--- src/rtl/pc_fetch_pkg.sv ---
// Shared definitions for the instruction-fetch stage: reset PC, branch opcode,
// FSM encoding, FIFO entry layout and the predecode branch-target helper.
package pc_fetch_pkg;

  localparam logic [15:0] RESET_PC_DEFAULT = 16'h0000;
  localparam logic [4:0]  OP_B             = 5'b00010;
  localparam int          FIFO_DEPTH       = 2;
  localparam logic [1:0]  FIFO_FULL        = 2'(FIFO_DEPTH);

  typedef enum logic {
    ST_FETCH = 1'b0,
    ST_DROP  = 1'b1
  } fetch_state_e;

  typedef struct packed {
    logic [15:0] addr;
    logic [15:0] instr;
    logic        pred;
  } fetch_entry_t;

  // Target of an unconditional B: the offset is relative to the following word.
  function automatic logic [15:0] branchTarget(input logic [15:0] pc,
                                               input logic [10:0] offset);
    return pc + 16'd1 + {{5{offset[10]}}, offset};
  endfunction

endpackage

--- src/rtl/pc_fetch_fifo.sv ---
// fetch_fifo: two-entry instruction buffer between the fetch handshake and IF/ID.
// A push and a pop on the same edge keep the count; flush empties it at once.
module fetch_fifo
  import pc_fetch_pkg::*;
(
  input  logic        clk_i,
  input  logic        rst_i,
  input  logic        push_i,
  input  logic        pop_i,
  input  logic        flush_i,
  input  logic [15:0] pushAddr_i,
  input  logic [15:0] pushInstr_i,
  input  logic        pushPred_i,
  output logic [15:0] headAddr_o,
  output logic [15:0] headInstr_o,
  output logic        headPred_o,
  output logic [1:0]  count_o
);

  fetch_entry_t entry_q [FIFO_DEPTH];
  logic         rdPtr_q, rdPtr_d;
  logic         wrPtr_q, wrPtr_d;
  logic [1:0]   count_q, count_d;
  logic         doPush;
  logic         doPop;
  fetch_entry_t head;

  // With a depth of two, one-bit pointers wrap simply by toggling.
  always_comb begin
    doPop   = pop_i && (count_q != 2'd0);
    doPush  = push_i && ((count_q != FIFO_FULL) || doPop);
    rdPtr_d = rdPtr_q;
    wrPtr_d = wrPtr_q;
    count_d = count_q;
    if (flush_i) begin
      rdPtr_d = 1'b0;
      wrPtr_d = 1'b0;
      count_d = 2'd0;
    end else begin
      if (doPop) begin
        rdPtr_d = ~rdPtr_q;
      end
      if (doPush) begin
        wrPtr_d = ~wrPtr_q;
      end
      case ({doPush, doPop})
        2'b10:   count_d = count_q + 2'd1;
        2'b01:   count_d = count_q - 2'd1;
        default: count_d = count_q;
      endcase
    end
  end

  always_ff @(posedge clk_i) begin
    if (rst_i) begin
      rdPtr_q <= 1'b0;
      wrPtr_q <= 1'b0;
      count_q <= 2'd0;
    end else begin
      rdPtr_q <= rdPtr_d;
      wrPtr_q <= wrPtr_d;
      count_q <= count_d;
    end
  end

  always_ff @(posedge clk_i) begin
    if (!rst_i && !flush_i && doPush) begin
      entry_q[wrPtr_q] <= '{addr: pushAddr_i, instr: pushInstr_i, pred: pushPred_i};
    end
  end

  always_comb begin
    head = '0;
    if (count_q != 2'd0) begin
      head = entry_q[rdPtr_q];
    end
    headAddr_o  = head.addr;
    headInstr_o = head.instr;
    headPred_o  = head.pred;
    count_o     = count_q;
  end

endmodule

--- src/rtl/pc_fetch.sv ---
// pc_fetch: program counter, memory request handshake and redirect handling.
// Optional static predecode of unconditional B is built when PC_FETCH_PREDECODE_EN is defined.
module pc_fetch
  import pc_fetch_pkg::*;
#(
  parameter logic [15:0] RESET_PC = RESET_PC_DEFAULT
) (
  input  logic        pfi_clk,
  input  logic        pfi_rst,
  input  logic        pfi_keep,
  input  logic        pfi_redirect,
  input  logic [15:0] pfi_target,
  output logic        pfo_mem_req,
  output logic [15:0] pfo_mem_addr,
  input  logic        pfi_mem_ack,
  input  logic [15:0] pfi_mem_data,
  output logic        pfo_valid,
  output logic [15:0] pfo_addr,
  output logic [15:0] pfo_instr,
  output logic        pfo_pred
);

  fetch_state_e state_q, state_d;
  logic [15:0]  pc_q, pc_d;
  logic         pending_q, pending_d;
  logic [15:0]  reqAddr_q, reqAddr_d;

  logic [1:0]   fifoCount;
  logic [15:0]  headAddr;
  logic [15:0]  headInstr;
  logic         headPred;

  logic         consume;
  logic         issueNew;
  logic         reqRaw;
  logic [15:0]  reqAddr;
  logic         ackHit;
  logic         push;
  logic         predHit;
  logic [15:0]  nextPc;

  fetch_fifo u_fifo (
    .clk_i       (pfi_clk),
    .rst_i       (pfi_rst),
    .push_i      (push),
    .pop_i       (consume),
    .flush_i     (pfi_redirect),
    .pushAddr_i  (pc_q),
    .pushInstr_i (pfi_mem_data),
    .pushPred_i  (predHit),
    .headAddr_o  (headAddr),
    .headInstr_o (headInstr),
    .headPred_o  (headPred),
    .count_o     (fifoCount)
  );

  always_ff @(posedge pfi_clk) begin
    if (pfi_rst) begin
      state_q   <= ST_FETCH;
      pc_q      <= RESET_PC;
      pending_q <= 1'b0;
      reqAddr_q <= 16'h0000;
    end else begin
      state_q   <= state_d;
      pc_q      <= pc_d;
      pending_q <= pending_d;
      reqAddr_q <= reqAddr_d;
    end
  end

  // A request that went unacknowledged stays frozen at its address, even
  // across a redirect; only acks that meet an asserted request count.
  always_comb begin
    state_d   = state_q;
    pc_d      = pc_q;
    push      = 1'b0;
    predHit   = 1'b0;
    nextPc    = pc_q + 16'd1;

    consume   = (fifoCount != 2'd0) && !pfi_redirect && !pfi_keep;
    issueNew  = (state_q == ST_FETCH) && ((fifoCount != FIFO_FULL) || consume);
    reqRaw    = pending_q || issueNew;
    reqAddr   = pending_q ? reqAddr_q : pc_q;
    ackHit    = pfi_mem_ack && reqRaw && !pfi_rst;
    pending_d = reqRaw && !ackHit;
    reqAddr_d = reqAddr;

`ifdef PC_FETCH_PREDECODE_EN
    if (pfi_mem_data[15:11] == OP_B) begin
      predHit = 1'b1;
      nextPc  = branchTarget(pc_q, pfi_mem_data[10:0]);
    end
`endif

    case (state_q)
      ST_FETCH: begin
        if (pfi_redirect) begin
          pc_d = pfi_target;
          if (reqRaw && !ackHit) begin
            state_d = ST_DROP;
          end
        end else if (ackHit) begin
          push = 1'b1;
          pc_d = nextPc;
        end
      end
      ST_DROP: begin
        if (pfi_redirect) begin
          pc_d = pfi_target;
        end
        if (ackHit) begin
          state_d = ST_FETCH;
        end
      end
      default: state_d = ST_FETCH;
    endcase
  end

  always_comb begin
    pfo_mem_req  = reqRaw && !pfi_rst;
    pfo_mem_addr = pfi_rst ? 16'h0000 : reqAddr;
    pfo_valid    = (fifoCount != 2'd0) && !pfi_redirect && !pfi_rst;
    pfo_addr     = pfi_rst ? 16'h0000 : headAddr;
    pfo_instr    = pfi_rst ? 16'h0000 : headInstr;
    pfo_pred     = pfi_rst ? 1'b0 : headPred;
  end

endmodule

--- config.mk ---
export PLATFORM = sky130hd
export DESIGN_NAME = pc_fetch
export DESIGN_NICKNAME = d
export VERILOG_FILES = /design/src/rtl/pc_fetch_pkg.sv /design/src/rtl/pc_fetch_fifo.sv /design/src/rtl/pc_fetch.sv
export SDC_FILE = /design/constraint.sdc
export NUM_CORES = 1
export LEC_CHECK = 0
export BUFFER_PORTS_ARGS = -buffer_cell sky130_fd_sc_hd__buf_2
export CAP_MARGIN = 15
export CORE_ASPECT_RATIO = 1.2
export CORE_MARGIN = 2
export CORE_UTILIZATION = 32
export CTS_BUF_LIST = sky130_fd_sc_hd__clkbuf_4
export DETAILED_ROUTE_END_ITERATION = 16
export PLACE_DENSITY = 0.47
export RECOVER_POWER = 25
export SLEW_MARGIN = 30
export SYNTH_ARGS = -nofsm -noshare
export SYNTH_HDL_FRONTEND = slang
export SYNTH_HIERARCHICAL = 1
export SYNTH_SLANG_ARGS = --single-unit
--- constraint.sdc ---
create_clock -name pfi_clk -period 3.95 [get_ports pfi_clk]
set_clock_uncertainty 0.1 [all_clocks]
set_input_delay 0.1975 -clock pfi_clk [delete_from_list [all_inputs] [get_ports pfi_clk]]
set_output_delay 0.1975 -clock pfi_clk [all_outputs]
set_load 0.03 [all_outputs]
==> impl_metrics.env, run 1 <==
export IMPL_cpPeakStageDelay_ns=0.80
export IMPL_finalWirelength_mm=10.3
export IMPL_tns_ns=0
export IMPL_synth_edf_count=66
export IMPL_cp_end_kind="flop"
export IMPL_ant_nets=0
export IMPL_final_util_pct=40.0
export IMPL_avgSynthCellArea_um2=11.3
export IMPL_layout_min_cycle_time_ns=2.54
export IMPL_cts_tree="built"
export IMPL_seq_area_frac_synth_pct=59.3
export IMPL_clock_path_buffers=2
export IMPL_ys_warnings_count=6
export IMPL_hold_start="pfi_redirect"
export IMPL_clock_sinks=105
export IMPL_p_leak_nw=2.11
export IMPL_root_buffer="clkbuf_4"
export IMPL_route_detailed_drc=0
export IMPL_synth_cell_type_count=46
export IMPL_synthesis_area_um2=4660
export IMPL_startpoint="u_fifo/count_o[1]"
export IMPL_finalCritPeriodShare_pct=64.2
export IMPL_initialDrtViolationCount=167
export IMPL_setup_violations=0
export IMPL_holdWs_ns=0.0627
export IMPL_grt_max_degree=45
export IMPL_critPathArrivalTime_ns=2.53
export IMPL_gr_total_overflow=0
export IMPL_ir_worst_vdd_v=0.000184
export IMPL_place_inst=655
export IMPL_initial_core_util_pct=32.6
export IMPL_hold_viol=0
export IMPL_post_cts_resized=0
export IMPL_fin_cells=703
export IMPL_vias_per_cell=4.78
export IMPL_syn_to_final_growth_pct=22.7
export IMPL_grt_pass1_vias=3191
export IMPL_timing_rr_start="u_fifo/count_o[1]"
export IMPL_fp_dieW_um=114
export IMPL_hold_class="in -> reg"
export IMPL_worstMarginPinSlew_ns=0.814
export IMPL_required_ns=3.94
export IMPL_grtUsageTotal_pct=13.7
export IMPL_fmax_ghz=0.394
export IMPL_clock_latency_ns=0.46
export IMPL_critPathKind="reg -> reg"
export IMPL_place_port_buffers=87
export IMPL_multi_input_area_um2=1760
export IMPL_wl_per_cell_um=14.7
export IMPL_cts_made_buffers=9
export IMPL_status="completed"
export IMPL_dp_hpwl_mm=6.67
export IMPL_grt_pass1_wl_mm=16.4
export IMPL_synth_cells=413
export IMPL_die_area_um2=15500
export IMPL_nFillCells=1411
export IMPL_max_cap_viol_count=0
export IMPL_cp_slowest_cell="and4_2"
export IMPL_crit_path_cell_trace="nor2_1 > nor3_1 > or3b_1 > and4_2"
export IMPL_htreeDepth=3
export IMPL_fin_nets=560
export IMPL_core_area_um2=14300
export IMPL_die_h_um=136
export IMPL_path_clk_slew_ns=0.16
export IMPL_regArea_um2=2770
export IMPL_rows=48
export IMPL_rsz0062_at_grt="no"
export IMPL_start_kind="flop"
export IMPL_io_pins=88
export IMPL_grt_antenna_before_repair=1
export IMPL_gp_congestion=0.711
export IMPL_yosys_most_used_dff="edfxtp_1"
export IMPL_relSlewSlack_pct=45.7
export IMPL_drive_above_1_share_pct=20.1
export IMPL_ys_ff_latch=105
export IMPL_drt_pre_antenna_iters=4
export IMPL_path_max_fanout=33
export IMPL_ys_async_sr_fraction_pct=0
export IMPL_slew_violations=0
export IMPL_dr_total_vias=3361
export IMPL_powerDensity_nw_per_um2=370
## cell usage after synthesis, drive strengths merged, types with 2 or more instances
cell / number / area, um^2
or2: 3 / 18.8
o22ai: 2 / 12.5
nor3: 11 / 55.1
buf: 8 / 56.3
xor2: 2 / 17.5
o21ai: 15 / 75.1
o211ai: 2 / 20.0
and2: 4 / 27.5
clkbuf: 17 / 65.1
a21oi: 15 / 75.1
mux2i: 51 / 510
and4: 2 / 18.8
nand4: 2 / 12.5
nand2: 15 / 56.3
nand3: 7 / 35.0
a2111oi: 4 / 47.6
nand2b: 6 / 37.5
inv: 6 / 22.5
nor2: 70 / 263
or3b: 2 / 20.0
nor2b: 41 / 257
or3: 2 / 12.5
edfxtp: 66 / 1980
a211oi: 6 / 45.0
o31ai: 2 / 15.0
a21o: 2 / 15.0
dfxtp: 39 / 781
## layer usage
metal | vias to the layer above | global-route usage (%) | share of wire, %
met5 | - | 0 | 0
li1 | 1671 | - | -
met3 | 16 | 1.83 | 4.0
met4 | 0 | 6.98 | 2.6
met2 | 88 | 23.1 | 48
met1 | 1586 | 17.3 | 45
## power by group
part / switching (W) / internal [W]
Clock: 0.000362 / 0.000333
Combinational: 0.000110 / 0.0000807
Sequential: 0.0000337 / 0.00119
Total: 0.000506 / 0.00161
## critical path: cells and delay by family (launching register included)
| family | cells | cell delay [ns] |
|---|---|---|
| AND/OR/NAND/NOR | 4 | 1.53 |
| flip-flops | 1 | 0.53 |
## path summary, 6_finish.rpt
path	end	slack, ns	cells after the start
setup / recovery	u_fifo/entry_q[1][5]	1.41	4
hold / removal	u_fifo/rdPtr_q	0.06	2
setup reg to reg	u_fifo/entry_q[1][5]	1.41	4
hold reg to reg	reqAddr_q[5]	0.43	2
## state kept, by name, summed over array words and instances (netlist names), named ones only
signal	count
u_fifo/rdPtr_q	1
u_fifo/count_o	2
reqAddr_q	16
state_q	1
pc_q	16
u_fifo/entry_q	66
u_fifo/wrPtr_q	1
pending_q	1
## through the flow
stage	total power (W)	cell area, um^2	setup WS [ns]
2_1_floorplan	0.00136	4660	1.75
3_3_place_gp	0.00142	5230	1.40
3_5_place_dp	0.00142	5230	1.37
4_1_cts	0.00214	5730	1.36
5_1_grt	0.00221	5710	1.14
6_report	0.00211	5710	1.41
## repair_timing
action,4_1_cts,5_1_grt
endpoints found under the hold margin,48,0
hold buffers,31,0
setup buffers,0,0
## cells by family after synthesis
kind of cell / Yosys count / share of synthesized area [%]
adder cells (fa/ha/maj): 1 / 0.269
XOR/XNOR: 3 / 0.564
other: 1 / 0.0805
flip-flops: 105 / 59.3
buffers and inverters: 31 / 3.09
AND/OR/NAND/NOR: 169 / 18.2
multiplexers: 51 / 11.0
AO/OA/AOI/OAI: 52 / 7.44
## final cells by class
| cell class | instances | area share [%] |
|---|---|---|
| inverter | 6 | 0.394 |
| sequential | 105 | 48.4 |
| antenna | 1 | 0.0438 |
| clock buffer | 10 | 1.31 |
| tap | 175 | 3.83 |
| clock inverter | 6 | 1.99 |
| timing repair buffer | 122 | 13.3 |
| multi-input combinational | 278 | 30.7 |
## layout by cell type (no fill, tap or decap), types with 2 or more instances in the layout
master / count
or2_2: 3
buf_4: 4
nor3_1: 11
xor2_1: 2
nand3_1: 7
clkbuf_1: 13
o31ai_1: 2
a211oi_1: 6
a2111oi_0: 2
o22ai_1: 2
o21ai_0: 15
dfxtp_1: 38
inv_1: 6
nand4_1: 2
or3_1: 2
nor2_1: 69
nor2b_1: 41
conb_1: 2
nand2b_1: 6
buf_2: 74
a21o_1: 2
bufinv_16: 3
a2111oi_2: 2
clkbuf_4: 10
edfxtp_1: 66
dlygate4sd3_1: 31
mux2i_1: 51
and2_1: 3
nand2_1: 15
a21oi_1: 15
No activity file was read; power rests on OpenSTA's default activity.
==> run 2: changes to the inputs <==
--- a/config.mk
+++ b/config.mk
@@ -12,7 +12,7 @@
 export CORE_UTILIZATION = 32
 export CTS_BUF_LIST = sky130_fd_sc_hd__clkbuf_4
 export DETAILED_ROUTE_END_ITERATION = 16
-export PLACE_DENSITY = 0.47
+export PLACE_DENSITY = 0.49
 export RECOVER_POWER = 25
 export SLEW_MARGIN = 30
 export SYNTH_ARGS = -nofsm -noshare
==> constraint.sdc (replaced) <==
create_clock -name pfi_clk -period 2.3 [get_ports pfi_clk]
set_clock_uncertainty 0.1 [all_clocks]
set_input_delay 0.115 -clock pfi_clk [delete_from_list [all_inputs] [get_ports pfi_clk]]
set_output_delay 0.115 -clock pfi_clk [all_outputs]
set_load 0.03 [all_outputs]
==> impl_metrics.env, run 2 (same netlist as run 1, synthesis figures left out) <==
export IMPL_status="completed"
export IMPL_fmax_ghz=0.473
export IMPL_nFillCells=1432
export IMPL_gr_total_overflow=0
export IMPL_cts_made_buffers=9
export IMPL_grt_busiest_layer="met2"
export IMPL_diodes=0
export IMPL_top_regs="u_fifo/entry_q (66), pc_q (16), reqAddr_q (16)"
export IMPL_regMostFlops="u_fifo/entry_q"
export IMPL_setup_violations=0
export IMPL_clock_latency_ns=0.45
export IMPL_grt_max_degree=72
export IMPL_finalCritPeriodShare_pct=91.9
export IMPL_final_cell_mix="buf_2 (73), nor2_1 (69), edfxtp_1 (66)"
export IMPL_fin_nets=576
export IMPL_timing_rr_start="pc_q[0]"
export IMPL_initialDrtViolationCount=134
export IMPL_crit_family="buffers and inverters"
export IMPL_cp_slowest_cell="dfxtp_1"
export IMPL_htreeDepth=3
export IMPL_fp_dieW_um=114
export IMPL_path_clk_slew_ns=0.16
export IMPL_crit_path_cell_trace="buf_4 > nor2_2 > buf_4 > nor2_1 > nor2b_1 > buf_2"
export IMPL_required_ns=2.09
export IMPL_powerDensity_nw_per_um2=599
export IMPL_root_buffer="clkbuf_4"
export IMPL_start_kind="flop"
export IMPL_wl_per_cell_um=14.6
export IMPL_clock_path_buffers=2
export IMPL_io_pins=88
export IMPL_grt_pass1_wl_mm=16.4
export IMPL_post_cts_repair_setup_buffers=0
export IMPL_grt_antenna_before_repair=0
export IMPL_die_area_um2=15500
export IMPL_dr_total_vias=3396
export IMPL_slew_violations=0
export IMPL_place_port_buffers=87
export IMPL_hold_start="pfi_target[15]"
export IMPL_grt_pass1_vias=3250
export IMPL_largest_reg_flops=66
export IMPL_hold_viol=0
export IMPL_path_buf_inv=3
export IMPL_drive_above_1_share_pct=21.4
export IMPL_tns_ns=0
export IMPL_layout_min_cycle_time_ns=2.11
export IMPL_met1_usage_pct=16.9
export IMPL_rows=48
export IMPL_core_area_um2=14300
export IMPL_startpoint="u_fifo/count_o[1]"
export IMPL_cp_common_cell="buf_4"
export IMPL_dp_hpwl_mm=6.84
export IMPL_gp_congestion=0.774
export IMPL_cts_tree="built"
export IMPL_cp_end_kind="output pin"
export IMPL_vias_per_cell=4.73
export IMPL_grtUsageTotal_pct=13.7
export IMPL_initial_core_util_pct=32.6
export IMPL_max_cap_viol_count=0
export IMPL_worstMarginPinSlew_ns=0.760
export IMPL_holdWs_ns=0.0450
export IMPL_cpPeakStageDelay_ns=0.35
export IMPL_path_max_fanout=33
export IMPL_ant_nets=0
export IMPL_critPathArrivalTime_ns=1.90
export IMPL_critPathKind="reg -> out"
export IMPL_drt_pre_antenna_iters=5
export IMPL_syn_to_final_growth_pct=24.8
export IMPL_route_detailed_drc=0
export IMPL_relSlewSlack_pct=49.4
export IMPL_p_leak_nw=2.17
export IMPL_die_h_um=136
export IMPL_clock_sinks=105
export IMPL_layout_commonest_cell="buf_2"
export IMPL_ir_worst_vdd_v=0.000308
export IMPL_met3_usage_pct=1.87
export IMPL_gr_usage_met2_pct=24.0
export IMPL_hold_class="in -> reg"
export IMPL_rsz0062_at_grt="no"
export IMPL_finalWirelength_mm=10.4
## run 2: cell count changes in the layout (fill, tap and decap cells not counted), sizes merged
| cell | before | now |
|---|---|---|
| buf | 78 | 89 |
| inv | 8 | 7 |
| dlygate4sd3 | 31 | 34 |
| bufinv | 3 | 2 |
| clkbuf | 23 | 24 |
| diode | 1 | 0 |
| clkinv | 1 | 4 |
## run 2: worst min-delay path, stage by stage
cell and delay (ns):
buf_2 0.08, nor2b_1 0.07, nor2_1 0.08, o21ai_0 0.09, a21oi_1 0.14
## run 2: final cells by class
cell class                 instances  area [um^2]  share of cell area, %
sequential                       105         2760                   47.6
multi-input combinational        278         1760                   30.2
clock buffer                       9         67.6                   1.16
inverter                           6         22.5                  0.388
clock inverter                     7         83.8                   1.44
tap                              175          219                   3.77
timing repair buffer             138          895                   15.4
## run 2: metrics by stage
stage | instance area [um^2] | instances | worst slack, ns | total power (W) | utilization (%)
after detailed placement | 5340 | 668 | 0.163 | 0.00246 | 37.3
final | 5810 | 718 | 0.187 | 0.00348 | 40.6
after global placement | 5340 | 668 | 0.200 | 0.00245 | 37.3
after global routing | 5810 | 718 | 0.0104 | 0.00364 | 40.6
after floorplan | 4660 | 414 | 0.184 | 0.00233 | -
after CTS | 5830 | 718 | 0.105 | 0.00353 | 40.8
## run 2: final timing paths
check | endpoint | slack (ns) | depth (start not counted)
worst max-delay path | pfo_addr[3] | 0.19 | 6
worst min-delay path | pc_q[15] | 0.05 | 5
worst max register to register | pc_q[12] | 0.23 | 6
worst min register to register | reqAddr_q[5] | 0.42 | 2
## run 2: layer usage
metal / vias up / routed length [um]
met3: 11 / 463
met5: - / 0
met2: 96 / 5160
li1: 1706 / -
met1: 1583 / 4650
met4: 0 / 170
## run 2: what timing repair did
action / 4_1_cts / 5_1_grt
endpoints found under the hold margin: 53 / 0
resized for setup: 0 / 1
hold buffers: 34 / 0
setup endpoints to repair: 0 / 30
## run 2: report_power, final
part,leakage [nW],switching [W],internal (W)
combinational,1.16,0.000200,0.000152
clock,0.0851,0.000594,0.000432
sequential,0.926,0.0000482,0.00205
==> run 3: changes to the inputs <==
--- a/config.mk
+++ b/config.mk
@@ -9,11 +9,12 @@
 export CAP_MARGIN = 15
 export CORE_ASPECT_RATIO = 1.2
 export CORE_MARGIN = 2
-export CORE_UTILIZATION = 32
+export CORE_UTILIZATION = 34
 export CTS_BUF_LIST = sky130_fd_sc_hd__clkbuf_4
 export DETAILED_ROUTE_END_ITERATION = 16
-export PLACE_DENSITY = 0.49
+export PLACE_DENSITY = 0.66
 export RECOVER_POWER = 25
+export SETUP_SLACK_MARGIN = 0.3
 export SLEW_MARGIN = 30
 export SYNTH_ARGS = -nofsm -noshare
 export SYNTH_HDL_FRONTEND = slang
==> impl_metrics.env, run 3 (same netlist as run 1, synthesis figures left out) <==
export IMPL_initial_core_util_pct=35.0
export IMPL_cp_slowest_cell="dfxtp_1"
export IMPL_hold_class="in -> reg"
export IMPL_path_clk_slew_ns=0.15
export IMPL_final_cell_mix="buf_2 (78), nor2_1 (68), edfxtp_1 (66)"
export IMPL_p_leak_nw=2.21
export IMPL_layout_setup_ws_ns=0.259
export IMPL_fin_nets=575
export IMPL_rsz0062_at_grt="yes"
export IMPL_place_port_buffers=87
export IMPL_crit_path_cell_trace="ha_1 > nand3_1 > or2_2 > o21ai_0 > a21oi_1 > a2111oi_4"
export IMPL_ant_nets=0
export IMPL_nFillCells=1259
export IMPL_drive_above_1_share_pct=23.6
export IMPL_slew_violations=0
export IMPL_top_regs="u_fifo/entry_q (66), pc_q (16), reqAddr_q (16)"
export IMPL_die_h_um=132
export IMPL_critPathArrivalTime_ns=2.28
export IMPL_fin_area_um2=5900
export IMPL_cts_made_buffers=9
export IMPL_dr_total_vias=3441
export IMPL_multi_input_area_um2=1820
export IMPL_syn_to_final_growth_pct=26.7
export IMPL_drt_pre_antenna_iters=4
export IMPL_largest_reg_flops=66
export IMPL_clock_latency_ns=0.43
export IMPL_root_buffer="clkbuf_4"
export IMPL_tns_ns=0
export IMPL_power_total_w=0.00351
export IMPL_finalCritPeriodShare_pct=88.7
export IMPL_regArea_um2=2770
export IMPL_layout_commonest_cell="buf_2"
export IMPL_clock_sinks=105
export IMPL_grt_max_degree=42
export IMPL_dpl_worst_slack_ns=0.216
export IMPL_path_buf_inv=0
export IMPL_rows=46
export IMPL_gp_congestion=0.798
export IMPL_die_area_um2=14600
export IMPL_fmax_ghz=0.490
export IMPL_wl_per_cell_um=15.1
export IMPL_path_max_fanout=7
export IMPL_vias_per_cell=4.85
export IMPL_clock_path_buffers=2
export IMPL_grt_pass1_vias=3319
export IMPL_core_area_um2=13300
export IMPL_htreeDepth=3
export IMPL_gr_total_overflow=0
export IMPL_fp_dieW_um=111
export IMPL_placed_area_um2=5280
export IMPL_io_pins=88
export IMPL_cpPeakStageDelay_ns=0.49
export IMPL_layout_min_cycle_time_ns=2.04
export IMPL_setup_violations=0
export IMPL_required_ns=2.54
export IMPL_cp_end_kind="flop"
export IMPL_worstMarginPinSlew_ns=0.517
export IMPL_status="completed"
export IMPL_powerDensity_nw_per_um2=595
export IMPL_initialDrtViolationCount=173
export IMPL_grtUsageTotal_pct=13.8
export IMPL_route_detailed_drc=0
export IMPL_diodes=0
export IMPL_dp_hpwl_mm=6.81
export IMPL_grt_antenna_before_repair=0
export IMPL_regMostFlops="u_fifo/entry_q"
export IMPL_relSlewSlack_pct=65.4
export IMPL_critPathKind="reg -> reg"
export IMPL_finalWirelength_mm=10.7
export IMPL_cts_tree="built"
export IMPL_crit_family="compound AO/OA/AOI/OAI gates"
export IMPL_max_cap_viol_count=0
export IMPL_start_kind="flop"
export IMPL_hold_viol=0
export IMPL_grt_pass1_wl_mm=16.4
export IMPL_ir_worst_vdd_v=0.000293
[run 3: cell types whose count changed in the layout (fill, tap and decap cells not counted), sizes merged]
cell    previous run  this run
clkbuf            24        21
clkinv             4         1
buf               89        91
and4               2         3
and4b              1         2
inv                7         8
[run 3: layer usage]
layer,routed length [um],part of all wire [%],vias to the layer above,global-route usage [%]
met2,5320,50,99,24.2
met3,488,4.5,14,2.90
li1,-,-,1711,-
met1,4770,44,1617,17.2
met5,0,0,-,0
met4,168,1.6,0,3.68
[run 3: stage by stage]
stage          util, %  hold WS, ns  cells
2_1_floorplan        -       0.0918    414
3_3_place_gp      39.7        0.206    654
3_5_place_dp      39.7        0.207    654
4_1_cts           43.8       0.0344    706
5_1_grt           44.4       0.0776    710
6_report          44.4       0.0703    710
[run 3: timing repair]
item                                    CTS  global route
resized for setup                         9            16
gates cloned                              0             4
endpoints found under the hold margin    53             0
endpoints found under the setup margin  103            87
buffers inserted                          2             0
hold buffers                             34             0
pin swaps                                 1             4
[run 3: path summary, 6_finish.rpt]
path                        from            to  slack (ns)  cells past startpoint
setup / recovery         pc_q[0]      pc_q[12]        0.26                      6
hold / removal    pfi_target[15]      pc_q[15]        0.07                      5
setup reg to reg         pc_q[0]      pc_q[12]        0.26                      6
hold reg to reg     reqAddr_q[8]  reqAddr_q[8]        0.42                      2
[run 3: final cells by class]
class | count | area share, %
tap | 168 | 3.56
timing repair buffer | 135 | 15.5
clock inverter | 5 | 1.36
clock buffer | 11 | 1.40
multi-input combinational | 280 | 30.8
inverter | 6 | 0.382
sequential | 105 | 46.9
[run 3: worst min-delay path, stage by stage]
cell	delay, ns
buf_2	0.08
nor2b_1	0.06
nor2_1	0.08
o21ai_0	0.09
a21oi_1	0.14
[run 3: where the power goes]
group,internal [W],leakage (nW),switching [W],total [W]
Sequential,0.00205,0.927,0.0000566,0.00211
Combinational,0.000155,1.19,0.000199,0.000354
Clock,0.000470,0.0918,0.000578,0.00105
